--- src/rtl/npu_adder_pkg.sv ---
// npu_adder_pkg: shared constants and stage-count helper for the pipelined CLA adder.
package npu_adder_pkg;

   localparam int GROUP_W = 4;

   function automatic int STAGES(input int width, input int groups_per_stage);
      return width / (GROUP_W * groups_per_stage);
   endfunction

endpackage

--- src/rtl/cla_group4.sv ---
// cla_group4: combinational 4-bit carry-lookahead group with group propagate/generate.
module cla_group4 (
   input  logic [3:0] x,
   input  logic [3:0] y,
   input  logic       ci,
   output logic [3:0] s,
   output logic       gp,
   output logic       gg,
   output logic       co
);

   logic [3:0] p;
   logic [3:0] g;
   logic [3:1] c;

   always_comb begin
      p    = x ^ y;
      g    = x & y;
      c[1] = g[0] | (p[0] & ci);
      c[2] = g[1] | (p[1] & g[0]) | (&p[1:0] & ci);
      c[3] = g[2] | (p[2] & g[1]) | (&p[2:1] & g[0]) | (&p[2:0] & ci);
      gg   = g[3] | (p[3] & g[2]) | (&p[3:2] & g[1]) | (&p[3:1] & g[0]);
      gp   = &p;
      co   = gg | (gp & ci);
      s    = p ^ {c, ci};
   end

endmodule

--- src/rtl/pipe_cla_adder.sv ---
// pipe_cla_adder: pipelined carry-lookahead add/subtract with saturation and a global stall.
module pipe_cla_adder
   import npu_adder_pkg::*;
#(
   parameter int WIDTH            = 16,
   parameter int GROUPS_PER_STAGE = 1
) (
   input  logic             clk,
   input  logic             rst_n,
   input  logic             in_valid,
   output logic             in_ready,
   input  logic [WIDTH-1:0] a,
   input  logic [WIDTH-1:0] b,
   input  logic             cin,
   input  logic             sub,
   input  logic             sat,
   output logic             out_valid,
   input  logic             out_ready,
   output logic [WIDTH-1:0] sum,
   output logic             cout,
   output logic             ovf
);

   localparam int NG  = WIDTH / GROUP_W;
   localparam int GPS = GROUPS_PER_STAGE;
   localparam int NS  = STAGES(WIDTH, GROUPS_PER_STAGE);

   logic [WIDTH-1:0] x_q [NS];
   logic [WIDTH-1:0] y_q [NS];
   logic [WIDTH-1:0] s_q [NS];
   logic [WIDTH-1:0] x_d [NS];
   logic [WIDTH-1:0] y_d [NS];
   logic [WIDTH-1:0] s_in [NS];
   logic [WIDTH-1:0] s_d [NS];
   logic [NS-1:0]    v_q, v_d, c_q, c_d, c_in, sat_q, sat_d;
   logic [WIDTH-1:0] gs;
   logic [NG-1:0]    gp, gg, gc, gco;
   logic             advance;
   logic             unused_co;

   assign advance   = !v_q[NS-1] || out_ready;
   assign in_ready  = advance;
   // Group carry-outs duplicate the lookahead carries, which are used instead.
   assign unused_co = ^gco;

   // Subtraction travels down the pipe as an inverted operand plus forced carry-in.
   always_comb begin
      x_d[0]   = a;
      y_d[0]   = sub ? ~b : b;
      s_in[0]  = '0;
      c_in     = '0;
      c_in[0]  = sub | cin;
      v_d      = '0;
      v_d[0]   = in_valid;
      sat_d    = '0;
      sat_d[0] = sat;
      for (int k = 1; k < NS; k++) begin
         x_d[k]   = x_q[k-1];
         y_d[k]   = y_q[k-1];
         s_in[k]  = s_q[k-1];
         c_in[k]  = c_q[k-1];
         v_d[k]   = v_q[k-1];
         sat_d[k] = sat_q[k-1];
      end
   end

   for (genvar j = 0; j < NG; j++) begin : g_grp
      localparam int K = j / GPS;
      cla_group4 u_grp (
         .x  (x_d[K][j*GROUP_W +: GROUP_W]),
         .y  (y_d[K][j*GROUP_W +: GROUP_W]),
         .ci (gc[j]),
         .s  (gs[j*GROUP_W +: GROUP_W]),
         .gp (gp[j]),
         .gg (gg[j]),
         .co (gco[j])
      );
   end

   // Sum-of-products lookahead from the stage carry-in; the last term is the stage carry-out.
   always_comb begin
      gc  = '0;
      c_d = '0;
      for (int k = 0; k < NS; k++) begin
         for (int j = k*GPS; j <= (k+1)*GPS; j++) begin
            logic c;
            logic pr;
            c  = 1'b0;
            pr = 1'b1;
            for (int i = j-1; i >= k*GPS; i--) begin
               c  = c | (gg[i] & pr);
               pr = pr & gp[i];
            end
            c = c | (pr & c_in[k]);
            if (j < (k+1)*GPS) gc[j] = c;
            else c_d[k] = c;
         end
      end
   end

   always_comb begin
      for (int k = 0; k < NS; k++) begin
         s_d[k] = s_in[k];
         for (int j = k*GPS; j < (k+1)*GPS; j++) s_d[k][j*GROUP_W +: GROUP_W] = gs[j*GROUP_W +: GROUP_W];
      end
   end

   always_ff @(posedge clk or negedge rst_n) begin
      if (!rst_n) begin
         v_q   <= '0;
         c_q   <= '0;
         sat_q <= '0;
         x_q   <= '{default: '0};
         y_q   <= '{default: '0};
         s_q   <= '{default: '0};
      end else if (advance) begin
         v_q   <= v_d;
         c_q   <= c_d;
         sat_q <= sat_d;
         x_q   <= x_d;
         y_q   <= y_d;
         s_q   <= s_d;
      end
   end

   always_comb begin
      out_valid = v_q[NS-1];
      cout      = c_q[NS-1];
      ovf       = s_q[NS-1][WIDTH-1] ^ x_q[NS-1][WIDTH-1] ^ y_q[NS-1][WIDTH-1] ^ c_q[NS-1];
      sum       = (sat_q[NS-1] && ovf) ? {x_q[NS-1][WIDTH-1], {(WIDTH-1){~x_q[NS-1][WIDTH-1]}}} : s_q[NS-1];
   end

endmodule

--- config.mk ---
export PLATFORM = sky130hd
export DESIGN_NAME = pipe_cla_adder
export DESIGN_NICKNAME = d
export VERILOG_FILES = /design/src/rtl/npu_adder_pkg.sv /design/src/rtl/cla_group4.sv /design/src/rtl/pipe_cla_adder.sv
export SDC_FILE = /design/constraint.sdc
export NUM_CORES = 1
export LEC_CHECK = 0
export BUFFER_PORTS_ARGS = -buffer_cell sky130_fd_sc_hd__clkbuf_2
export CAP_MARGIN = 20
export CORE_UTILIZATION = 35
export CTS_BUF_LIST = sky130_fd_sc_hd__clkbuf_8
export CTS_CLUSTER_DIAMETER = 40
export CTS_CLUSTER_SIZE = 24
export DETAILED_ROUTE_END_ITERATION = 8
export GPL_TIMING_DRIVEN = 0
export REMOVE_ABC_BUFFERS = 1
export SLEW_MARGIN = 10
export SYNTH_ARGS = -nofsm -noshare
export SYNTH_HDL_FRONTEND = slang
export SYNTH_SLANG_ARGS = --single-unit
--- constraint.sdc ---
create_clock -name clk -period 3.35 [get_ports clk]
set_input_delay 0.335 -clock clk [delete_from_list [all_inputs] [get_ports clk]]
set_output_delay 0.335 -clock clk [all_outputs]
set_load 0.02 [all_outputs]
== Yosys cells after proc, flatten, opt, wreduce, memory -nomap -nowiden ==
Index checks and enable logic that the tools add are counted.
Operators by class
  reduce and logical (&&, ||, !) cells: 27
  multiplexer cells: 2
  bitwise logic cells: 98
Operators with widths (number)
  $or 1x1->1: 41
  $and 1x1->1: 40
  $mux 16: 2
  $xor 4x4->4: 8
  $reduce_and 2->1: 12
  $reduce_and 3->1: 8
  $and 4x4->4: 4
  $not 16->16: 1
  $reduce_and 4->1: 4
  $xor 1x1->1: 3
  $logic_and 1x1->1: 1
  $logic_not 1->1: 1
  $logic_or 1x1->1: 1
  $not 1->1: 1
Word-level totals
  register bits: 180
  input bits: 39

== Longest topological paths before layout ==
Gate-level depths: netlist of the first run.
  depth after elaboration: 8
  gate-level depth with buffers: 8
  mapped depth without buffers: 6

== Modules after synthesis ==
A second synthesis of the first run with hierarchy kept.
Unflattened totals
  cells, all modules: 383
  area, all modules: 4976.0 sq um
By module, submodules not included
  pipe_cla_adder: instances 1, area each 4245.3 sq um, cells each 299
  cla_group4 at g_grp[2].u_grp: instances 1, area each 193.9 sq um, cells each 22
  cla_group4 at g_grp[1].u_grp: instances 1, area each 186.4 sq um, cells each 22
  cla_group4 at g_grp[0].u_grp: instances 1, area each 182.7 sq um, cells each 22
  cla_group4 at g_grp[3].u_grp: instances 1, area each 167.7 sq um, cells each 18

== Worst setup path before layout of the first run ==
Ideal clock, no wire load.
  path kind: input port to flip-flop
  start: input port sub
  end: register s_q, in the netlist s_d[35]
  path slack: 1.350 ns
  data required time: 3.255 ns
  path buffers: 2
  data arrival time: 1.904 ns
  stages: 8
  cell sequence: buf_2 buf_2 xor2_1 ha_1 a21oi_1 a21boi_1 o21a_1 o31ai_1
Between the ends
  longest elaborated chain between the ends: 7
  elaborated cells between the ends (all ways): 13
  those cells by class: 1 x mux; 10 x bitwise; 2 x reduce/logical
RTL lines
  start: declaration: line pipe_cla_adder.sv:15  | input logic sub,
  $mux 16: line pipe_cla_adder.sv:49  | y_d[0] = sub ? ~b : b;
  $xor 4x4->4 or $and 4x4->4 (tied branches): line cla_group4.sv:17, cla_group4.sv:18
  $and 1x1->1 or $reduce_and 2->1 (tied branches): line cla_group4.sv:21  | c[3] = g[2] | (p[2] & g[1]) | (&p[2:1] & g[0]) | (&p[2:0] & ci);
  $or 1x1->1 or $and 1x1->1 (tied branches): line cla_group4.sv:21
  $or 1x1->1 (2 in series): line cla_group4.sv:21
  $xor 4x4->4 *: line cla_group4.sv:25  | s = p ^ {c, ci};
  end signal: assignment: line pipe_cla_adder.sv:115  | s_q <= '{default: '0};
  end signal: assignment: line pipe_cla_adder.sv:122  | s_q <= s_d;
  end: declaration: line pipe_cla_adder.sv:30  | logic [WIDTH-1:0] s_q [NS];
Mark *: on every way between the ends. The rest lies on a longest branch, timed or not.
A chain may end at the register's enable or synchronous reset.

== Worst setup path in the final report of the first run ==
  start: register s_q[15] (netlist bit)
  end: output port sum[9]
Between the ends
  longest elaborated chain between the ends: 5
RTL lines
  $xor 1x1->1 (3 in series): line pipe_cla_adder.sv:129  | ovf = s_q[NS-1][WIDTH-1] ^ x_q[NS-1][WIDTH-1] ^ y_q[NS-1][WIDTH-1] ^ c_q[NS-1];
  $logic_and 1x1->1: line pipe_cla_adder.sv:130  | sum = (sat_q[NS-1] && ovf) ? {x_q[NS-1][WIDTH-1], {(WIDTH-1){~x_q[NS-1][WIDTH-1]}}} : s_q[NS-1];
  $mux 16: line pipe_cla_adder.sv:130
  end: declaration: line pipe_cla_adder.sv:19  | output logic [WIDTH-1:0] sum,
No other way between the ends.

==> results of run 1 <==
[synth_stat cells, types with 2 or more instances]
library cell  instances  area (um2)
clkbuf_1             11        41.3
o31ai_1               2        15.0
inv_1                 4        15.0
a21oi_1              11        55.1
o21bai_1              3        22.5
nand2b_1              2        12.5
ha_1                 16         200
a21o_1                3        22.5
fa_1                  4        80.1
buf_6                 2        22.5
o21ai_0              26         130
dfrtp_1             102        2550
buf_1                 3        11.3
o21ai_1               6        30.0
buf_2                12        60.1
a211oi_1              7        52.6
xor2_1                5        43.8
xnor2_1              20         175
nand2_1             252         946
nor2_1               18        67.6
a21oi_2              10        87.6
[layout by cell type (no fill, tap or decap), drive strengths merged, types with 2 or more instances in the layout]
cell and count:
nand2b 2, a21oi 21, xor2 5, a211oi 7, inv 8, clkbuf 68
fa 4, nand2 253, o21ai 32, ha 16, o31ai 2, buf 4
a21o 3, nor2 19, xnor2 20, o21bai 3, dfrtp 102
[power groups by stage]
stage	sequential [mW]	combinational, mW	clock (mW)
after global routing	2.22	2.66	0.872
after floorplan	2.09	1.74	0
after detailed placement	2.17	2.38	0
after global placement	2.14	2.31	0
after CTS	2.14	2.39	0.824
final	2.14	2.34	0.793
[sequential cells by signal, indices dropped and copies added (netlist names), 4 cells and up]
register  flops
s_d          24
v_q           4
s_q          16
y_d          24
sat_q         4
c_q           4
x_d          24
[metrics by stage]
stage	cell area (um2)	utilization (%)	std cells	hold WS, ns	TNS (ns)
4_1_cts	5450	41.1	756	0.0906	0
2_1_floorplan	4620	-	503	0.0394	-281.84
5_1_grt	5450	41.1	756	0.132	0
3_3_place_gp	5130	38.7	737	0.443	-606.41
6_report	5450	41.1	756	0.0355	0
3_5_place_dp	5250	39.6	741	0.446	0
[cells by family (layout without fill, tap and decap cells)]
kind of cell               after synthesis  in the layout  share of synthesized area (%)
DFF                                    102            102                           53.7
AOI/OAI and AO/OA                       72             72                           9.40
xor gates and xnor gates                26             26                           5.11
adders and majority gates               20             20                           5.90
muxes                                    1              1                          0.237
and+or+nand+nor                        277            277                           22.4
buffers and inverters                   33             82                           3.24
[worst reg2reg max path, delay by kind of cell, from the launching register on]
family | cells | cell delay, ns
buffers and inverters | 3 | 0.60
AND/OR/NAND/NOR | 1 | 0.58
flip-flops | 1 | 0.36
AO/OA/AOI/OAI | 1 | 0.25
[worst max-delay path by stage]
stage / startpoint / end / cells after the start
6_report: s_q[15] / sum[9] / 5
5_1_grt: s_q[15] / sum[11] / 5
4_1_cts: s_q[15] / sum[9] / 5
3_5_place_dp: sub / s_d[35] / 7
3_3_place_gp: out_ready / c_q[0] / 4
2_1_floorplan: v_q[3] / c_q[0] / 3
[final cells by class]
type,count,area [um2],area share (%)
tap,176,220,4.04
timing repair buffer,62,402,7.37
multi-input combinational,396,2050,37.7
clock buffer,10,138,2.53
inverter,5,21.3,0.391
clock inverter,5,58.8,1.08
sequential,102,2550,46.9
[layer usage]
layer	routed length [um]	GRT usage [%]
met1	4140	17.1
met2	4170	23.1
met3	222	2.32
met4	151	5.54
met5	0	0
==> metrics.md, run 1 <==
| Metric | Value |
|---|---|
| #FFs+latches synth | 102 |
| CTS root buf | clkbuf_8 |
| CTS resizes | 0 |
| Sw Ratio | 41.7% |
| Crit path kind | reg2out |
| Clk sinks | 102 |
| GR Util All Layers | 13.6% |
| Critical Path End Type | output port |
| Max_cap viols | 0 |
| Main synth FF type | dfrtp_1 |
| Synth Area per Inst | 8.95 um2 |
| Post-route ant nets | 0 |
| Worst Path Required | 3.01 ns |
| Worst r2r dst | c_q[0] |
| Psw | 2.20 mW |
| Internal power | 3.07 mW |
| Skew-Pair Late Insertion Delay | 0.36 ns |
| Min-Delay Path Class | in2async |
| Final worst-path cycle share | 70.4% |
| Power Density | 967 nW/um2 |
| WL per Instance | 11.5 um |
| Netlist cell types | 33 |
| Worst-case reg-to-reg path depth | 5 |
| Clock H-tree levels | 3 |
| Clock Tree Buf Depth | 2 |
| Routed WL | 8680 um |
| CTS tree | yes |
| Sequential area share after synthesis | 53.7% |
| Seq pwr share | 40.6% |
| Layout cell share with drive strength beyond 1 | 16.0% |
| Die H | 119 um |
| CP max stage delay | 0.50 ns |
| Starting Density | 35.9% |
| FP Rows | 42 |
| DR vias | 3,449 |
| Final hold viol count | 0 |
| Dpl ws | 1.11 ns |
| Synthesized instance count | 531 |
| Combinational fraction of design power | 44.4% |
| Largest net degree at the start of global routing | 103 |
| # DRC | 0 |
| # IOs | 59 |
| Leak | 2.75 nW |
| Syn-to-layout area delta | 14.6% |
| Clk pwr share | 15.1% |
| Placer Congestion | 0.728 |
| Crit-path leading delay family | XOR/XNOR gates |
| Vias in the first global route | 3,464 |
| Top achievable clock speed | 424 MHz |
| First-pass GRT wire length | 15,600 um |
| Worst setup SP type | flop |
| Port buffer count | 58 |
| Slew @ Worst Pin | 0.798 ns |
| Synth Cell Area | 4750 um2 |
| Antenna Cells | 0 |
| Worst-path clk slew | 0.09 ns |
| Die width | 119 um |
| GRT overflow | 0 |
| VDD IR max | 0.334 mV |
| Unrepaired setup endpoints after global routing | no |
| Postcts setup bufs | 0 |
| Pwr Total | 5.27 mW |
| Filler cells | 1,383 |
| CP Buf/Inv Count | 1 |
| Initial DRC count | 155 |
| Data arrival time of the worst path | 2.02 ns |
| Reg2Reg Setup Slack | 1.47 ns |
| Pre-antenna DRT Iters | 4 |
| Post-DP HPWL | 5810 um |
| Post-synth EDFFs | 0 |
| Final worst setup slack | 0.992 ns |
| Count of pins over their slew limit | 0 |
| TritonCTS Buffers | 9 |
| YS warnings | 0 |
| Initial antenna violation count | 0 |
| Min cycle time layout | 2.36 ns |
| Core area | 13,200 um2 |
| Skew final | 0.0167 ns |
| Final setup fails | 0 |
| Worst R2R Start | v_q[3] |
| Slew margin rel. | 46.8% |
| Die Area | 14,100 um2 |
| Via-to-Cell Ratio | 4.56 |
| Status | finished, final reports clean |
| Hold_buf cts | 0 |
| CP Max Fanout | 15 |
| Critical path, cell by cell | xnor3_2 -> nor2_4 -> nor2_1 -> a21oi_2 -> clkbuf_2 |
| Synth async-reset ratio | 100% |
| CP max stage cell | xnor3_2 |
| Fin nets | 635 |
Power figures use the tool's default switching activity.
==> inputs of run 2 (changes only) <==
--- a/config.mk
+++ b/config.mk
@@ -5,6 +5,7 @@
 export SDC_FILE = /design/constraint.sdc
 export NUM_CORES = 1
 export LEC_CHECK = 0
+export ABC_AREA = 1
 export BUFFER_PORTS_ARGS = -buffer_cell sky130_fd_sc_hd__clkbuf_2
 export CAP_MARGIN = 20
 export CORE_UTILIZATION = 35
==> constraint.sdc (replaced) <==
create_clock -name clk -period 2.4 [get_ports clk]
set_input_delay 0.24 -clock clk [delete_from_list [all_inputs] [get_ports clk]]
set_output_delay 0.24 -clock clk [all_outputs]
set_load 0.02 [all_outputs]
==> run 2 against run 1 <==
Net effect:
- the flow now finishes with violations (negative hold slack)
- flip-flop and latch count unchanged
- critical path depth unchanged
- sequential share of layout area down 1.5 points
- largest cell class unchanged
- hold slack worse by 0.081 ns
- cell count up 11%
- clock-buffer cell count up 1
==> metrics.md, run 2 <==
| Metric | Value |
|---|---|
| Status | finished with violations (was finished, final reports clean) |
| Failing checks | negative hold slack |
| Final worst setup slack | 0.241 ns (was 0.992 ns) |
| CTS tree | yes (unchanged) |
| Core area | 14,000 um2 (was 13,200 um2) |
| #FFs+latches synth | 102 (unchanged) |
| Post-synth EDFFs | 0 (unchanged) |
| Final worst-path cycle share | 90.0% |
| CP max stage delay | 0.43 ns (was 0.50 ns) |
| Compound-Gate Fraction of Synth Area | 6.10% (was 9.40%) |
| Leak | 3.02 nW (was 2.75 nW) |
| Sequential area share after synthesis | 50.6% (was 53.7%) |
| Starting Density | 36.1% (was 35.9%) |
| Slew margin rel. | 46.1% (was 46.8%) |
| Layout cell share with drive strength beyond 1 | 12.4% (was 16.0%) |
| Worst setup SP type | flop (unchanged) |
| # IOs | 59 (unchanged) |
| GR Util All Layers | 14.7% (was 13.6%) |
| Sw Ratio | 43.6% (was 41.7%) |
| Internal power | 4.12 mW (was 3.07 mW) |
| Antenna Cells | 0 (unchanged) |
| Final setup fails | 0 (unchanged) |
| Min cycle time layout | 2.16 ns |
| Commonest non-fill, non-tap cell in the layout | nand2_1 (unchanged) |
| Post-Synth Simple-Gate Area | 26.3% (was 22.4%) |
| Clk pwr share | 13.2% (was 15.1%) |
| FP Rows | 43 (was 42) |
| Skew final | 0.00554 ns (was 0.0167 ns) |
| CP Buf/Inv Count | 4 (was 1) |
| WL per Instance | 11.8 um (was 11.5 um) |
| Initial DRC count | 247 (was 155) |
| CP Max Fanout | 86 (was 15) |
| Initial antenna violation count | 0 (unchanged) |
| Via-to-Cell Ratio | 4.57 (was 4.56) |
| Clk sinks | 102 (unchanged) |
| Clock Tree Buf Depth | 2 (unchanged) |
| Critical Path End Type | output port (unchanged) |
| YS warnings | 0 (unchanged) |
| Netlist cell types | 23 (was 33) |
| CP max stage cell | nor2_4 (was xnor3_2) |
| Psw | 3.18 mW (was 2.20 mW) |
| Most numerous cell in the Yosys netlist | nand2_1 (unchanged) |
| Commonest non-fill, non-tap cells in the layout | 283 x nand2_1, 102 x dfrtp_1, 57 x clkbuf_2, 54 x inv_1, 49 x o21ai_0 (was 252 x nand2_1, 102 x dfrtp_1, 57 x clkbuf_2, 26 x o21ai_0, 20 x xnor2_1) |
| Post-DP HPWL | 6510 um (was 5810 um) |
| Fin nets | 717 (was 635) |
| Placer Congestion | 0.830 (was 0.728) |
| Final std cells w/o fill | 842 (was 756) |
| Inst Count DP | 827 (was 741) |
| WHS | -0.0451 ns (was 0.0355 ns) |
| Dpl ws | 0.442 ns (was 1.11 ns) |
| Post-synthesis mux area share | 0% (was 0.237%) |
| Count of pins over their slew limit | 0 (unchanged) |
| Max_cap viols | 0 (unchanged) |
| Die width | 122 um (was 119 um) |
| Combinational family with the most area after synthesis | simple AND/OR/NAND/NOR gates (unchanged) |
| Power Density | 1300 nW/um2 (was 967 nW/um2) |
| Postcts setup bufs | 0 (unchanged) |
| First-pass GRT wire length | 17,500 um (was 15,600 um) |
| Worst-path clk slew | 0.09 ns (about the same) |
| Unrepaired setup endpoints after global routing | no (unchanged) |
| Worst Path Required | 2.16 ns (was 3.01 ns) |
| Syn-to-layout area delta | 11.5% (was 14.6%) |
| # DRC | 0 (unchanged) |
| Routed WL | 9930 um (was 8680 um) |
| Port buffer count | 58 (unchanged) |
| Die Area | 14,900 um2 (was 14,100 um2) |
| Seq pwr share | 40.0% (was 40.6%) |
| Synth async-reset ratio | 100% (unchanged) |
| Xor-xnor portion of the synthesized cell area | 3.64% (was 5.11%) |
| Synthesized instance count | 615 (was 531) |
| Crit path kind | reg2out (unchanged) |
| TritonCTS Buffers | 9 (unchanged) |
| Main synth FF type | dfrtp_1 (unchanged) |
| Synth Area per Inst | 8.21 um2 (was 8.95 um2) |
| Crit-path leading delay family | buffers and inverters (was XOR/XNOR gates) |
| Combinational fraction of design power | 46.9% (was 44.4%) |
| Ranking of synthesized cells by area | dfrtp_1 51%, nand2_1 21%, o21ai_0 4.9% (was dfrtp_1 54%, nand2_1 20%, ha_1 4.2%) |
| Critical path, cell by cell | inv_1 -> nor2_4 -> buf_16 -> inv_6 -> clkbuf_2 (was xnor3_2 -> nor2_4 -> nor2_1 -> a21oi_2 -> clkbuf_2) |
| Top achievable clock speed | 463 MHz |
| Adder-cell share of the synthesized area | 5.55% (was 5.90%) |
| Synth top area share | 50.6% (was 53.7%) |
| Clock H-tree levels | 3 (unchanged) |
| Min-Delay Path Class | in2async (unchanged) |
| Synth Cell Area | 5050 um2 (was 4750 um2) |
| CTS root buf | clkbuf_8 (unchanged) |
| Die H | 122 um (was 119 um) |
| Slew @ Worst Pin | 0.808 ns (was 0.798 ns) |
| GRT overflow | 0 (unchanged) |
| DR vias | 3,844 (was 3,449) |
| Data arrival time of the worst path | 1.92 ns (was 2.02 ns) |
| Vias in the first global route | 3,941 (was 3,464) |
| Skew-Pair Late Insertion Delay | 0.36 ns (about the same) |
| Commonest cells in the netlist | 283 x nand2_1, 102 x dfrtp_1, 51 x inv_1 (was 252 x nand2_1, 102 x dfrtp_1, 26 x o21ai_0) |
| Yosys top cell by area | dfrtp_1 (unchanged) |
| Largest net degree at the start of global routing | 103 (unchanged) |
| Final hold viol count | 41 (was 0) |
| Post-route ant nets | 0 (unchanged) |
| Pre-antenna DRT Iters | 4 (unchanged) |
| VDD IR max | 0.328 mV (was 0.334 mV) |
==> run 2: cell types whose count changed in the layout (fill, tap and decap cells not counted), moves of 4 or more <==
cell,before,now
a21oi_1,11,7
o21ai_1,6,1
nor2_1,18,13
o21ai_0,26,49
xnor2_1,20,16
nand3_1,0,16
a21oi_2,10,0
nand4_1,0,11
inv_1,5,54
nand2_1,252,283
a211oi_1,7,0
==> run 2: cells by family (layout without fill, tap and decap cells) <==
kind of cell / count (synthesis) / count (layout)
compound gates: 60 / 60
xor+xnor: 21 / 21
fa+ha+maj: 20 / 20
buf+inv: 81 / 128
flops: 102 / 102
simple gates: 331 / 331
==> run 2: worst paths after layout <==
path	slack [ns]	end	startpoint	cells after the start
setup / recovery	0.24	in_ready	v_q[3]	5
hold / removal	-0.05	x_d[44]	rst_n	1
setup reg to reg	0.67	y_d[41]	v_q[3]	6
hold reg to reg	0.47	s_q[2]	s_d[2]	2
max in group asynchronous	1.88	x_d[27]	rst_n	1
min in group clk	0.07	x_d[39]	a[7]	3
==> run 2: routing by layer <==
layer  global-route usage (%)  vias up  wire (um)
li1                         -     1990          -
met1                     19.1     1771       4820
met2                     24.8       70       4560
met3                     2.06       13        392
met4                     5.87        0        154
met5                        0        -          0
==> run 2: power groups by stage <==
| stage | logic, mW | clock network (mW) | registers, mW |
|---|---|---|---|
| after floorplan | 2.52 | 0 | 2.86 |
| after global placement | 3.33 | 0 | 2.93 |
| after detailed placement | 3.46 | 0 | 2.95 |
| after CTS | 3.48 | 1.02 | 2.92 |
| after global routing | 3.96 | 1.07 | 3.02 |
| final | 3.42 | 0.963 | 2.92 |
==> run 2: repair_timing <==
action | 4_1_cts | 5_1_grt
resized for setup | 0 | 1
hold buffers | 0 | 0
endpoints found under the setup margin | 0 | 1
==> run 2: layout make-up <==
class,instances,area (um2)
clock buffers,11,151
clock inverters,4,16.3
fillers,1453,8360
inverters,52,200
multi-input cells,432,2110
flip-flops and latches,102,2550
well taps,180,225
repair buffers,61,374
==> run 2: through the flow <==
stage	hold WS [ns]	utilization, %	setup TNS (ns)	cell area (um2)	power (mW)
floorplan	-0.0556	-	-314.67	4850	5.38
global placement	0.441	38.3	-627.33	5360	6.26
detailed placement	0.407	39.0	0	5460	6.41
CTS	0.00254	40.2	0	5630	7.41
global route	0.0270	40.2	0	5630	8.05
finish	-0.0451	40.2	0	5630	7.30
==> inputs of run 3 (changes only) <==
--- a/config.mk
+++ b/config.mk
@@ -7,13 +7,14 @@
 export LEC_CHECK = 0
 export ABC_AREA = 1
 export BUFFER_PORTS_ARGS = -buffer_cell sky130_fd_sc_hd__clkbuf_2
-export CAP_MARGIN = 20
+export CAP_MARGIN = 5
 export CORE_UTILIZATION = 35
 export CTS_BUF_LIST = sky130_fd_sc_hd__clkbuf_8
 export CTS_CLUSTER_DIAMETER = 40
 export CTS_CLUSTER_SIZE = 24
 export DETAILED_ROUTE_END_ITERATION = 8
 export GPL_TIMING_DRIVEN = 0
+export PLACE_DENSITY = 0.59
 export REMOVE_ABC_BUFFERS = 1
 export SLEW_MARGIN = 10
 export SYNTH_ARGS = -nofsm -noshare
==> run 3 against run 2 <==
Net effect:
- the flow now finishes without violations
- worst setup slack got worse by 0.0036 ns
- sequential power is essentially flat
- utilization increased by 0.43 points
- critical path depth unchanged
- flip-flop and latch count unchanged
- fmax down 0.16%
- cell area increased by 1.1%
- clock power grew 24%
- critical endpoint unchanged
==> metrics.md, run 3 (same netlist as run 2, synthesis figures left out) <==
| Metric | Value |
|---|---|
| # DRC | 0 (unchanged) |
| CTS tree | yes (unchanged) |
| TritonCTS Buffers | 9 (unchanged) |
| Crit path kind | reg2out (unchanged) |
| Die width | 122 um (unchanged) |
| Status | finished, final reports clean (was finished with violations) |
| Dpl cell area | 5420 um2 (was 5460 um2) |
| CP max stage cell | inv_6 (was nor2_4) |
| Pre-antenna DRT Iters | 6 (was 4) |
| Commonest non-fill, non-tap cells in the layout | 283 x nand2_1, 102 x dfrtp_1, 57 x clkbuf_2, 52 x inv_1, 49 x o21ai_0 (was 283 x nand2_1, 102 x dfrtp_1, 57 x clkbuf_2, 54 x inv_1, 49 x o21ai_0) |
| GR Util All Layers | 14.9% (was 14.7%) |
| WHS | 0.0646 ns (was -0.0451 ns) |
| Top achievable clock speed | 462 MHz (was 463 MHz) |
| Vias in the first global route | 3,896 (was 3,941) |
| CP max stage delay | 0.43 ns (about the same) |
| Worst Path Required | 2.16 ns (about the same) |
| Min-Delay Endpoint | x_d[36] |
| Setup_tns | 0 ns (unchanged) |
| Largest net degree at the start of global routing | 103 (unchanged) |
| Max_cap viols | 0 (unchanged) |
| Worst R2R Start | v_q[3] (unchanged) |
| Worst Hold Depth | 3 |
| Critical Path End Type | output port (unchanged) |
| Worst setup SP type | flop (unchanged) |
| Routed WL | 10,100 um (was 9930 um) |
| Via-to-Cell Ratio | 4.58 (was 4.57) |
| Die H | 122 um (unchanged) |
| Final std cells w/o fill | 847 (was 842) |
| DR vias | 3,882 (was 3,844) |
| Unrepaired setup endpoints after global routing | no (unchanged) |
| Final hold viol count | 0 (was 41) |
| Slew @ Worst Pin | 0.830 ns (was 0.808 ns) |
| Count of pins over their slew limit | 0 (unchanged) |
| Dpl ws | 0.206 ns (was 0.442 ns) |
| Core Util, Final | 40.7% (was 40.2%) |
| Post-route ant nets | 0 (unchanged) |
| Skew final | 0.0168 ns (was 0.00554 ns) |
| Worst-path clk slew | 0.10 ns (was 0.09 ns) |
| Power Density | 1320 nW/um2 (was 1300 nW/um2) |
| Port buffer count | 58 (unchanged) |
| Clk sinks | 102 (unchanged) |
| Initial DRC count | 277 (was 247) |
| Worst r2r dst | s_d[23] (was y_d[41]) |
| Commonest non-fill, non-tap cell in the layout | nand2_1 (unchanged) |
| WL per Instance | 12.0 um (was 11.8 um) |
| Layout cell share with drive strength beyond 1 | 13.2% (was 12.4%) |
| # IOs | 59 (unchanged) |
| Skew-Pair Late Insertion Delay | 0.37 ns (was 0.36 ns) |
| Final worst setup slack | 0.237 ns (was 0.241 ns) |
| Starting Density | 36.1% (unchanged) |
| Pwr Total | 7.54 mW (was 7.30 mW) |
| Core area | 14,000 um2 (unchanged) |
| Final worst-path cycle share | 90.1% (was 90.0%) |
| Reg2Reg Setup Slack | 0.74 ns (was 0.67 ns) |
| Clock H-tree levels | 3 (unchanged) |
| CTS root buf | clkbuf_8 (unchanged) |
| Hold wc startpoint | a[4] |
| Fin nets | 721 (was 717) |
| FP Rows | 43 (unchanged) |
| Die Area | 14,900 um2 (unchanged) |
| Final setup fails | 0 (unchanged) |
| Design Area, Final | 5690 um2 (was 5630 um2) |
| Initial antenna violation count | 0 (unchanged) |
| Min-Delay Path Class | in2reg (was in2async) |
| Data arrival time of the worst path | 1.92 ns (about the same) |
| GRT overflow | 0 (unchanged) |
| Leak | 3.04 nW (was 3.02 nW) |
| Placer Congestion | 0.832 (was 0.830) |
| Min cycle time layout | 2.16 ns (about the same) |
| Slew margin rel. | 44.7% (was 46.1%) |
| Inst Count DP | 826 (was 827) |
| Syn-to-layout area delta | 12.7% (was 11.5%) |
| Clock Tree Buf Depth | 2 (unchanged) |
| Worst-case reg-to-reg path depth | 6 (unchanged) |
| CP Max Fanout | 86 (unchanged) |
| First-pass GRT wire length | 17,600 um (was 17,500 um) |
| Critical path, cell by cell | inv_1 -> nor2_4 -> buf_12 -> inv_6 -> clkbuf_2 (was inv_1 -> nor2_4 -> buf_16 -> inv_6 -> clkbuf_2) |
| Post-DP HPWL | 6280 um (was 6510 um) |
| VDD IR max | 0.348 mV (was 0.328 mV) |
| Antenna Cells | 0 (unchanged) |
run 3: worst max-delay path: cells and delay by family, from the launching register on:
family	cells	cell delay [ns]
buffers and inverters	4	1.05
DFF	1	0.38
and+or+nand+nor	1	0.09
run 3: power by group:
group | switching (mW) | leakage, nW | internal (mW)
clock network | 0.573 | 0.118 | 0.614
logic | 2.22 | 1.69 | 1.21
registers | 0.443 | 1.24 | 2.47
total | 3.24 | 3.04 | 4.30
run 3: how the worst max path moves through the flow:
stage            from       end  slack, ns  cells after the start
2_1_floorplan  v_q[3]    s_d[6]      -3.63                      4
3_3_place_gp   v_q[3]   s_d[23]      -6.93                      5
3_5_place_dp   v_q[3]  in_ready       0.21                      5
4_1_cts        v_q[3]  in_ready       0.06                      5
5_1_grt        v_q[3]  in_ready       0.04                      5
6_report       v_q[3]  in_ready       0.24                      5
run 3: what timing repair did:
| item | CTS | global route |
|---|---|---|
| hold buffers | 1 | 0 |
| endpoints found under the setup margin | 1 | 1 |
| gates cloned | 1 | 0 |
| setup buffers | 0 | 3 |
| pin swaps | 1 | 1 |
| resized for setup | 1 | 0 |
| hold endpoints to repair | 11 | 0 |
run 3: cell type report:
cell class              count  area [um2]
clock buffers              10         138
clock inverters             6        86.3
fillers                  1446        8300
inverters                  52         200
multi-input cells         433        2110
flip-flops and latches    102        2550
well taps                 180         225
repair buffers             64         372
run 3: metal layers:
metal | share of wire, % | GRT usage (%) | vias up | wire (um)
met3 | 3.4 | 2.90 | 15 | 340
met5 | 0 | 0 | - | 0
met1 | 48 | 18.7 | 1802 | 4830
met2 | 48 | 25.6 | 73 | 4830
li1 | - | - | 1992 | -
met4 | 1.3 | 4.73 | 0 | 127
